`config.mk`:
```
export PLATFORM = sky130hd
export DESIGN_NAME = fill_seq
export DESIGN_NICKNAME = d
export VERILOG_FILES = /design/src/rtl/fill_seq.sv
export SDC_FILE = /design/constraint.sdc
export NUM_CORES = 1
export LEC_CHECK = 0
export CORE_ASPECT_RATIO = 1.4
export CORE_MARGIN = 1
export CORE_UTILIZATION = 33
export CTS_CLUSTER_DIAMETER = 60
export DETAILED_ROUTE_END_ITERATION = 16
export HOLD_SLACK_MARGIN = 0.12
export PLACE_DENSITY = 0.84
export SYNTH_ARGS = -nofsm -noshare
export SYNTH_HDL_FRONTEND = slang
export SYNTH_SLANG_ARGS = --single-unit
```
`constraint.sdc`:
```
create_clock -name aclk -period 1.4 [get_ports aclk]
set_input_delay 0.14 -clock aclk [delete_from_list [all_inputs] [get_ports aclk]]
set_output_delay 0.14 -clock aclk [all_outputs]
set_load 0.1 [all_outputs]
```
`src/rtl/fill_seq.sv`:
```
// Address/data fill sequencer: on a start pulse, emits DEPTH valid/ready beats at
// addresses 0..DEPTH-1 carrying a constant value, then pulses oDone for one cycle.
module fill_seq #(
    parameter int unsigned       DEPTH      = 16,
    parameter int unsigned       ADDR_W     = 8,
    parameter int unsigned       DATA_W     = 32,
    parameter logic [DATA_W-1:0] FILL_VALUE = '0
) (
    input  logic              aclk,
    input  logic              areset,
    input  logic              iStart,
    input  logic              iReady,
    output logic              oValid,
    output logic [ADDR_W-1:0] oAddr,
    output logic [DATA_W-1:0] oData,
    output logic              oBusy,
    output logic              oDone
);

    localparam int unsigned      CNT_W = (DEPTH > 1) ? $clog2(DEPTH) : 1;
    localparam logic [CNT_W-1:0] LAST  = CNT_W'(DEPTH - 1);

    typedef enum logic [1:0] {
        StIdle,
        StFill,
        StDone
    } state_e;

    state_e           state_q;
    logic [CNT_W-1:0] cnt_q;
    logic [CNT_W-1:0] cnt_inc;

    assign cnt_inc = cnt_q + CNT_W'(1);

    // All outputs are registered, so oValid never depends combinationally on iReady.
    always_ff @(posedge aclk) begin
        if (areset) begin
            state_q <= StIdle;
            cnt_q   <= '0;
            oValid  <= 1'b0;
            oAddr   <= '0;
            oData   <= '0;
            oBusy   <= 1'b0;
            oDone   <= 1'b0;
        end else begin
            unique case (state_q)
                StIdle: begin
                    oDone <= 1'b0;
                    if (iStart) begin
                        state_q <= StFill;
                        cnt_q   <= '0;
                        oValid  <= 1'b1;
                        oAddr   <= '0;
                        oData   <= FILL_VALUE;
                        oBusy   <= 1'b1;
                    end
                end
                StFill: begin
                    if (iReady) begin
                        if (cnt_q == LAST) begin
                            // Last beat taken: counter stays put, outputs drop to zero.
                            state_q <= StDone;
                            oValid  <= 1'b0;
                            oAddr   <= '0;
                            oData   <= '0;
                            oDone   <= 1'b1;
                        end else begin
                            cnt_q <= cnt_inc;
                            oAddr <= ADDR_W'(cnt_inc);
                        end
                    end
                end
                StDone: begin
                    state_q <= StIdle;
                    cnt_q   <= '0;
                    oBusy   <= 1'b0;
                    oDone   <= 1'b0;
                end
                default: begin
                    state_q <= StIdle;
                    cnt_q   <= '0;
                    oValid  <= 1'b0;
                    oAddr   <= '0;
                    oData   <= '0;
                    oBusy   <= 1'b0;
                    oDone   <= 1'b0;
                end
            endcase
        end
    end

endmodule

```
# Yosys cells after proc, flatten, opt, wreduce, memory -nomap -nowiden
# Index checks and enable logic that the tools add are counted.
# classes
reduce_logical,8
bitwise,2
add_sub_neg,1
mux,21
n_eq_ne,7
# op_table
cell,n
2-to-1 mux 32 bit,3
case mux 32 bit (3 select lines),1
case mux 8 bit (3 select lines),1
2-to-1 mux 4 bit,4
2-to-1 mux 8 bit,2
AND reduction 3 bit,3
inequality test 2 bit (second input constant),4
case mux 4 bit (2 select lines),1
2-to-1 mux 2 bit,3
adder 4 x 1 -> 4 bit (second input constant),1
== test 4 bit (second input constant),1
case mux 2 bit (2 select lines),1
AND reduction 2 bit,2
AND reduction 4 bit,1
2-to-1 mux 1 bit,3
case mux 1 bit (3 select lines),1
== test 2 x 1 -> 1 bit (second input constant),1
== test 2 bit (second input constant),1
logical NOT 2 bit,1
inverter 1 bit,2
case mux 1 bit (2 select lines),1
OR reduction 2 bit,1
# word_totals
elab_cells,46
in_bits,4
output_inout_bits,43
ff_bits,49

# Longest topological paths before layout
# Gate-level depths: netlist (run 1).
# depth
word_depth,4
depth_mapped,5
mapped_depth_nobuf,5

# Worst setup path before layout (run 1)
# Ideal clock, no wire load.
# synth_timing
path_kind,register to register
from,reg cnt_q[0]
to,reg oAddr[0]
t_required_ns,1.329
path_stages_with_launch,6
slack_ns,0.010
setup_ns,0.071
arrival_time_ns,1.319
path_buffers,0
cell_sequence,dfxtp_1 ha_1 nand3_1 and2_1 or3b_1 a21oi_1
# synth_via
elab_chain_len,4
# synth_rtl
element,line,text
from (decl),30,logic [CNT_W-1:0] cnt_q;
from (signal assigned),68,cnt_q <= cnt_inc;
adder 4 x 1 -> 4 bit or == test 4 bit (tied branches),"33, 60",
2-to-1 mux 4 bit (*),60,if (cnt_q == LAST) begin
2-to-1 mux 8 bit (*),59,if (iReady) begin
case mux 8 bit (3 select lines) (*),46,unique case (state_q)
to (signal assigned),69,oAddr <= ADDR_W'(cnt_inc);
to (decl),14,"output logic [ADDR_W-1:0] oAddr,"
# Mark *: on every way between the ends. The rest lies on a longest branch, timed or not. The select of a mux whose other input is x is not followed.
# A chain may end at the register's enable or synchronous reset.

# Worst setup path in the final report (run 1)
# layout_timing
from,reg cnt_q[1]
to,reg oAddr[0]
# layout_via
elab_chain_len,4
# layout_rtl
element,line
== test 4 bit,60
2-to-1 mux 4 bit,60
2-to-1 mux 8 bit,59
case mux 8 bit (3 select lines),46
# No other way between the ends. The select of a mux whose other input is x is not followed.

==> results of run 1 <==
==> worst max path at each step <==
stage / to / start / slack [ps]
after floorplan: oAddr[0] / cnt_q[0] / 10
after global placement: oAddr[0] / iStart / -70
after detailed placement: oAddr[0] / iStart / -100
after CTS: oAddr[0] / cnt_q[1] / 30
after global routing: cnt_q[0] / cnt_q[1] / -10
final: oAddr[0] / cnt_q[1] / 40
==> routing by layer <==
layer,global-route usage [%],vias up,wire [um]
met1,10.49,289,535
met5,0,-,0
met2,22.60,43,832
met3,2.679,7,90
met4,10.39,0,59
li1,-,300,-
==> logic make-up after synthesis <==
family,Yosys count
compound gates,19
xor+xnor,2
buf+inv,38
fa+ha+maj,1
simple gates,27
other cells,1
flops,13
==> worst max-delay path, stage by stage (launching register included) <==
cell and delay, ps:
dfxtp_1 340, ha_1 210, nand3_2 100, and2_4 160, or3b_1 340, a21oi_1 140
==> what timing repair did <==
item	4_1_cts	5_1_grt
hold buffers	0	0
gates cloned	0	0
resized for setup	1	4
pin swaps	0	1
setup endpoints to repair	1	5
==> state kept, by name, summed over array words and instances, names as in the netlist <==
signal	cells
cnt_q	4
oAddr	4
state_q	2
oBusy	1
oDone	1
oValid	1
==> synthesized netlist by cell type <==
cell type	number	area share (%)
o21ai_1	1	0.61
nor2_1	6	2.8
a21oi_1	11	6.8
nor3_1	1	0.61
or3_1	1	0.77
xnor2_1	2	2.2
and2b_1	1	0.92
and2_1	1	0.77
o21ai_0	2	1.2
nor3b_1	1	0.92
o22ai_1	1	0.77
nor2b_1	2	1.5
or3b_1	1	1.1
ha_1	1	1.5
a211oi_1	3	2.8
dfxtp_1	13	32
nand3_1	4	2.5
nand2b_1	2	1.5
buf_4	36	33
a211o_1	1	1.1
nand2_1	7	3.2
conb_1	1	0.46
clkbuf_1	2	0.92
==> layout make-up <==
class / instances / area, um2 / share of cell area [%]
repair buffers: 18 / 230.2 / 23.87
multi-input cells: 85 / 417.9 / 43.32
clock buffers: 4 / 26.28 / 2.724
flip-flops and latches: 13 / 262.8 / 27.24
well taps: 22 / 27.53 / 2.853
==> power breakdown <==
part | internal, W | switching [W]
clock network | 0.000111 | 0.000132
logic | 0.0000817 | 0.000531
registers | 0.000384 | 0.0000141
==> metrics by stage <==
stage | hold WS (ps) | utilization, % | instances | power (W)
6_report | 483.5 | 42.83 | 142 | 0.001253
3_3_place_gp | 479.1 | 41.11 | 138 | 0.001005
3_5_place_dp | 492.3 | 41.11 | 138 | 0.001012
2_1_floorplan | 212.8 | - | 136 | 0.001006
5_1_grt | 509.4 | 42.83 | 142 | 0.001288
4_1_cts | 505.3 | 42.39 | 142 | 0.001246
==> impl_metrics.py, run 1 <==
metrics = {
    "flow_run": {
        "maxCapViolations": 0,
    },
    "run_status": {
        "outcome": "finished with violations",
        "violations": "DRC",
    },
    "logic_synthesis": {
        "synth_fa_ha_area_share_pct": 1.536,
        "synth_top_family_by_area": "buffers and inverters",
        "avgSynthCellArea_um2": 8.065,
        "synth.distinct_cells": 23,
        "ys_seq_area_share_pct": 31.95,
        "yosys.area_share.xor_xnor_pct": 2.151,
        "synthMuxAreaShare_pct": 0,
        "synth-compound-area-share_pct": 13.21,
        "yosys.area_share.simple_pct": 16.59,
        "netlist_instances": 101,
        "syn_area_um2": 814.5,
        "yosysWarnings": 0,
        "ys_ff_latch": 13,
    },
    "detailed_routing": {
        "drc": 1,
        "drt-pass1-iter-count": 14,
        "drtIter0Drc": 16,
        "via_per_inst": 4.500,
        "vias": 639,
        "wirelength_mm": 1.517,
        "ant_nets": 0,
        "wl_per_cell_um": 10.68,
    },
    "hold_path": {
        "min_to": "oBusy",
        "hp-class": "reg -> reg",
        "min_from": "state_q[1]",
        "min_delay_path_depth": 1,
    },
    "power": {
        "leakagePower_nw": 0.4263,
        "irDropWorstVdd_uv": 546.0,
        "power_density_nw_per_um2": 1298,
    },
    "grt": {
        "grt_pass1_wl_mm": 2.242,
        "first_global_vias": 551,
        "grt_overflow_total": 0,
        "antenna_found_initial": 0,
        "grt_max_degree": 14,
        "grt.total_usage_pct": 12.02,
    },
    "layout": {
        "layout_common_cells": "conb_1, a21oi_1, dfxtp_1, buf_4",
        "area_delta_synth_final_pct": 18.43,
        "fillers": 227,
        "layout-drive-gt1-share_pct": 19.17,
        "fin_area_um2": 964.7,
        "antenna_cells": 0,
        "nets": 126,
        "final_common_cell": "conb_1",
    },
    "worst_setup_path": {
        "crit_type": "reg -> reg",
        "worstSetupEndpointType": "flop",
        "reg2reg_from": "cnt_q[1]",
        "cp-start-kind": "flop",
        "worst-r2r-setup-slack_ps": 40,
        "ff2ff_path_depth": 5,
        "reg2reg_to": "oAddr[0]",
        "cp_max_fo": 4,
        "worst_ep_arrival_time_ps": 1570,
        "required_ps": 1620,
    },
    "die": {
        "dieWidth_um": 43.99,
        "dieArea_um2": 2674,
        "fp-row-count": 20,
        "core-area_um2": 2252,
        "dieHeight_um": 60.79,
        "start_util_pct": 36.17,
        "io_pins": 47,
    },
    "sta": {
        "period_share_pct": 96.85,
        "final_max_slew_viol_count": 0,
        "hold_violations": 0,
        "fin_skew_ps": 17.52,
        "fmax_mhz": 737.5,
        "setup-violations-final": 0,
        "finalWorstPathRequiredPeriod_ps": 1356,
        "tns_ps": 0,
        "timing.final.ws_setup_ps": 44.10,
    },
    "placement": {
        "place_area_um2": 925.9,
        "gp_congestion": 0.7484,
        "hpwl_mm": 1.196,
        "port_buffers": 10,
        "pre_cts_ws_ps": -100.2,
    },
    "cts": {
        "htree_num_levels": 1,
        "clock-sinks": 13,
        "clk_latency_ps": 290,
        "cts_buffer_depth": 2,
        "cts_setup_buffers": 0,
        "clk_pin_slew_ps": 90,
        "cts_root_buf": "clkbuf_4",
        "cts_buffers": 3,
        "cts_tree": "built",
    },
}
(Power assumes the default switching activity.)
==> run 2: changes to the inputs <==
Settings changed: CAP_MARGIN set to 10.
==> results of run 2 <==
The final DEF is identical to that of run 1; final timing and power are the same.
==> run 3: changes to the inputs <==
Settings changed: CORE_ASPECT_RATIO 1.4 to unset, PLACE_DENSITY 0.84 to 0.74.
==> impl_metrics.py, run 3 (synthesis gave the netlist of run 1 again) <==
metrics = {
    "detailed_routing": {
        "drtIter0Drc": 9,
        "vias": 615,
        "wirelength_mm": 1.432,
        "ant_nets": 0,
        "wl_per_cell_um": 9.676,
        "via_per_inst": 4.155,
        "drt-pass1-iter-count": 4,
        "drc": 0,
    },
    "cts": {
        "clk_latency_ps": 280,
        "cts_buffer_depth": 2,
        "cts_tree": "built",
        "cts_buffers": 3,
        "cts_root_buf": "clkbuf_4",
        "htree_num_levels": 1,
        "clk_pin_slew_ps": 80,
        "ctsHoldBuffers": 0,
        "clock-sinks": 13,
    },
    "layout": {
        "fillers": 219,
        "layout-drive-gt1-share_pct": 23.33,
        "final_common_cell": "conb_1",
        "antenna_cells": 0,
        "area_delta_synth_final_pct": 21.51,
        "largestRegisters": "cnt_q (4), oAddr (4), state_q (2)",
        "nets": 126,
        "layout_common_cells": "conb_1, a21oi_1, dfxtp_1, buf_4",
    },
    "flow_run": {
        "maxCapViolations": 0,
    },
    "grt": {
        "first_global_vias": 526,
        "grt.total_usage_pct": 12.05,
        "grt_max_degree": 14,
        "grt_pass1_wl_mm": 2.263,
        "antenna_found_initial": 0,
        "grt_overflow_total": 0,
    },
    "die": {
        "io_pins": 47,
        "core-area_um2": 2276,
        "dieArea_um2": 2671,
        "dieHeight_um": 51.68,
        "start_util_pct": 35.79,
        "fp-row-count": 17,
        "dieWidth_um": 51.68,
    },
    "run_status": {
        "outcome": "finished, final reports clean",
    },
    "worst_setup_path": {
        "crit_type": "reg -> reg",
        "cp_max_fo": 4,
        "cp-start-kind": "flop",
        "crit_slowest_cell": "dfxtp_1",
        "worst_ep_arrival_time_ps": 1480,
        "critPathMaxStageDelay_ps": 340,
        "worst-r2r-setup-slack_ps": 70,
        "required_ps": 1550,
        "worstSetupEndpointType": "flop",
        "cp_cell_sequence": "ha_2 -> nand3_2 -> and2_4 -> buf_4 -> nor3b_1 -> nor2_1",
    },
    "placement": {
        "gp_congestion": 0.8459,
        "pre_cts_ws_ps": -104.8,
        "port_buffers": 10,
        "hpwl_mm": 1.117,
    },
    "sta": {
        "fin_skew_ps": 7.324,
        "fmax_mhz": 752.2,
        "finalWorstPathRequiredPeriod_ps": 1329,
        "tightest_slew_ps": 499.9,
        "setup-violations-final": 0,
        "hold_violations": 0,
        "final_max_slew_viol_count": 0,
        "period_share_pct": 94.96,
        "timing.final.ws_setup_ps": 70.60,
        "rsz0062_at_grt": "true",
        "slew-limit-headroom_pct": 66.57,
    },
    "power": {
        "power_density_nw_per_um2": 1261,
        "irDropWorstVdd_uv": 595.5,
        "leakagePower_nw": 0.4263,
        "power_w": 0.001248,
    },
    "hold_path": {
        "hp-class": "reg -> reg",
    },
}
[run 3: per-layer routing]
layer	global-route usage, %	wire (um)
met5	0	0
met4	8.108	44
met3	3.509	75
met2	20.13	760
met1	13.05	551
[run 3: where the power goes]
group	switching, W	internal [W]
clock	0.000121	0.000111
sequential	0.0000157	0.000384
combinational	0.000530	0.0000866
total	0.000667	0.000581
[run 3: path summary, 6_finish.rpt]
kind,cells past startpoint,end,start
hold reg to reg,1,oBusy,state_q[1]
setup reg to reg,6,state_q[0],cnt_q[0]
hold / removal,1,oBusy,state_q[1]
setup / recovery,6,state_q[0],cnt_q[0]
[run 3: area by class of cell]
cell class                      count  area [um2]  area share, %
Clock buffer                        4       26.28          2.655
Timing Repair Buffer               18       230.2          23.26
Sequential cell                    13       264.0          26.68
Multi-Input combinational cell     85       434.2          43.87
Tap cell                           28       35.03          3.540
[run 3: worst max-delay path: cells and delay by family (launching register included)]
kind,cells,cell delay [ps]
AND/OR/NAND/NOR,4,510
adder cells (fa/ha/maj),1,190
buffers and inverters,1,140
flip-flops,1,340
[run 3: what timing repair did]
item / CTS / global route
endpoints found under the setup margin: 0 / 6
gates resized for setup: 0 / 10
endpoints found under the hold margin: 0 / 0
buffers inserted: 0 / 0
[run 3: stage by stage]
| stage | hold slack [ps] | setup TNS, ps | std cells | util (%) | instance area (um2) |
|---|---|---|---|---|---|
| final | 484.6 | 0 | 148 | 43.49 | 989.7 |
| after global routing | 520.2 | -3.866 | 148 | 43.49 | 989.7 |
| after detailed placement | 487.1 | -450.0 | 144 | 41.01 | 933.4 |
| after CTS | 497.9 | 0 | 148 | 42.17 | 959.7 |
| after global placement | 479.7 | -254.1 | 144 | 41.01 | 933.4 |
| after floorplan | 212.8 | 0 | 136 | - | 945.9 |
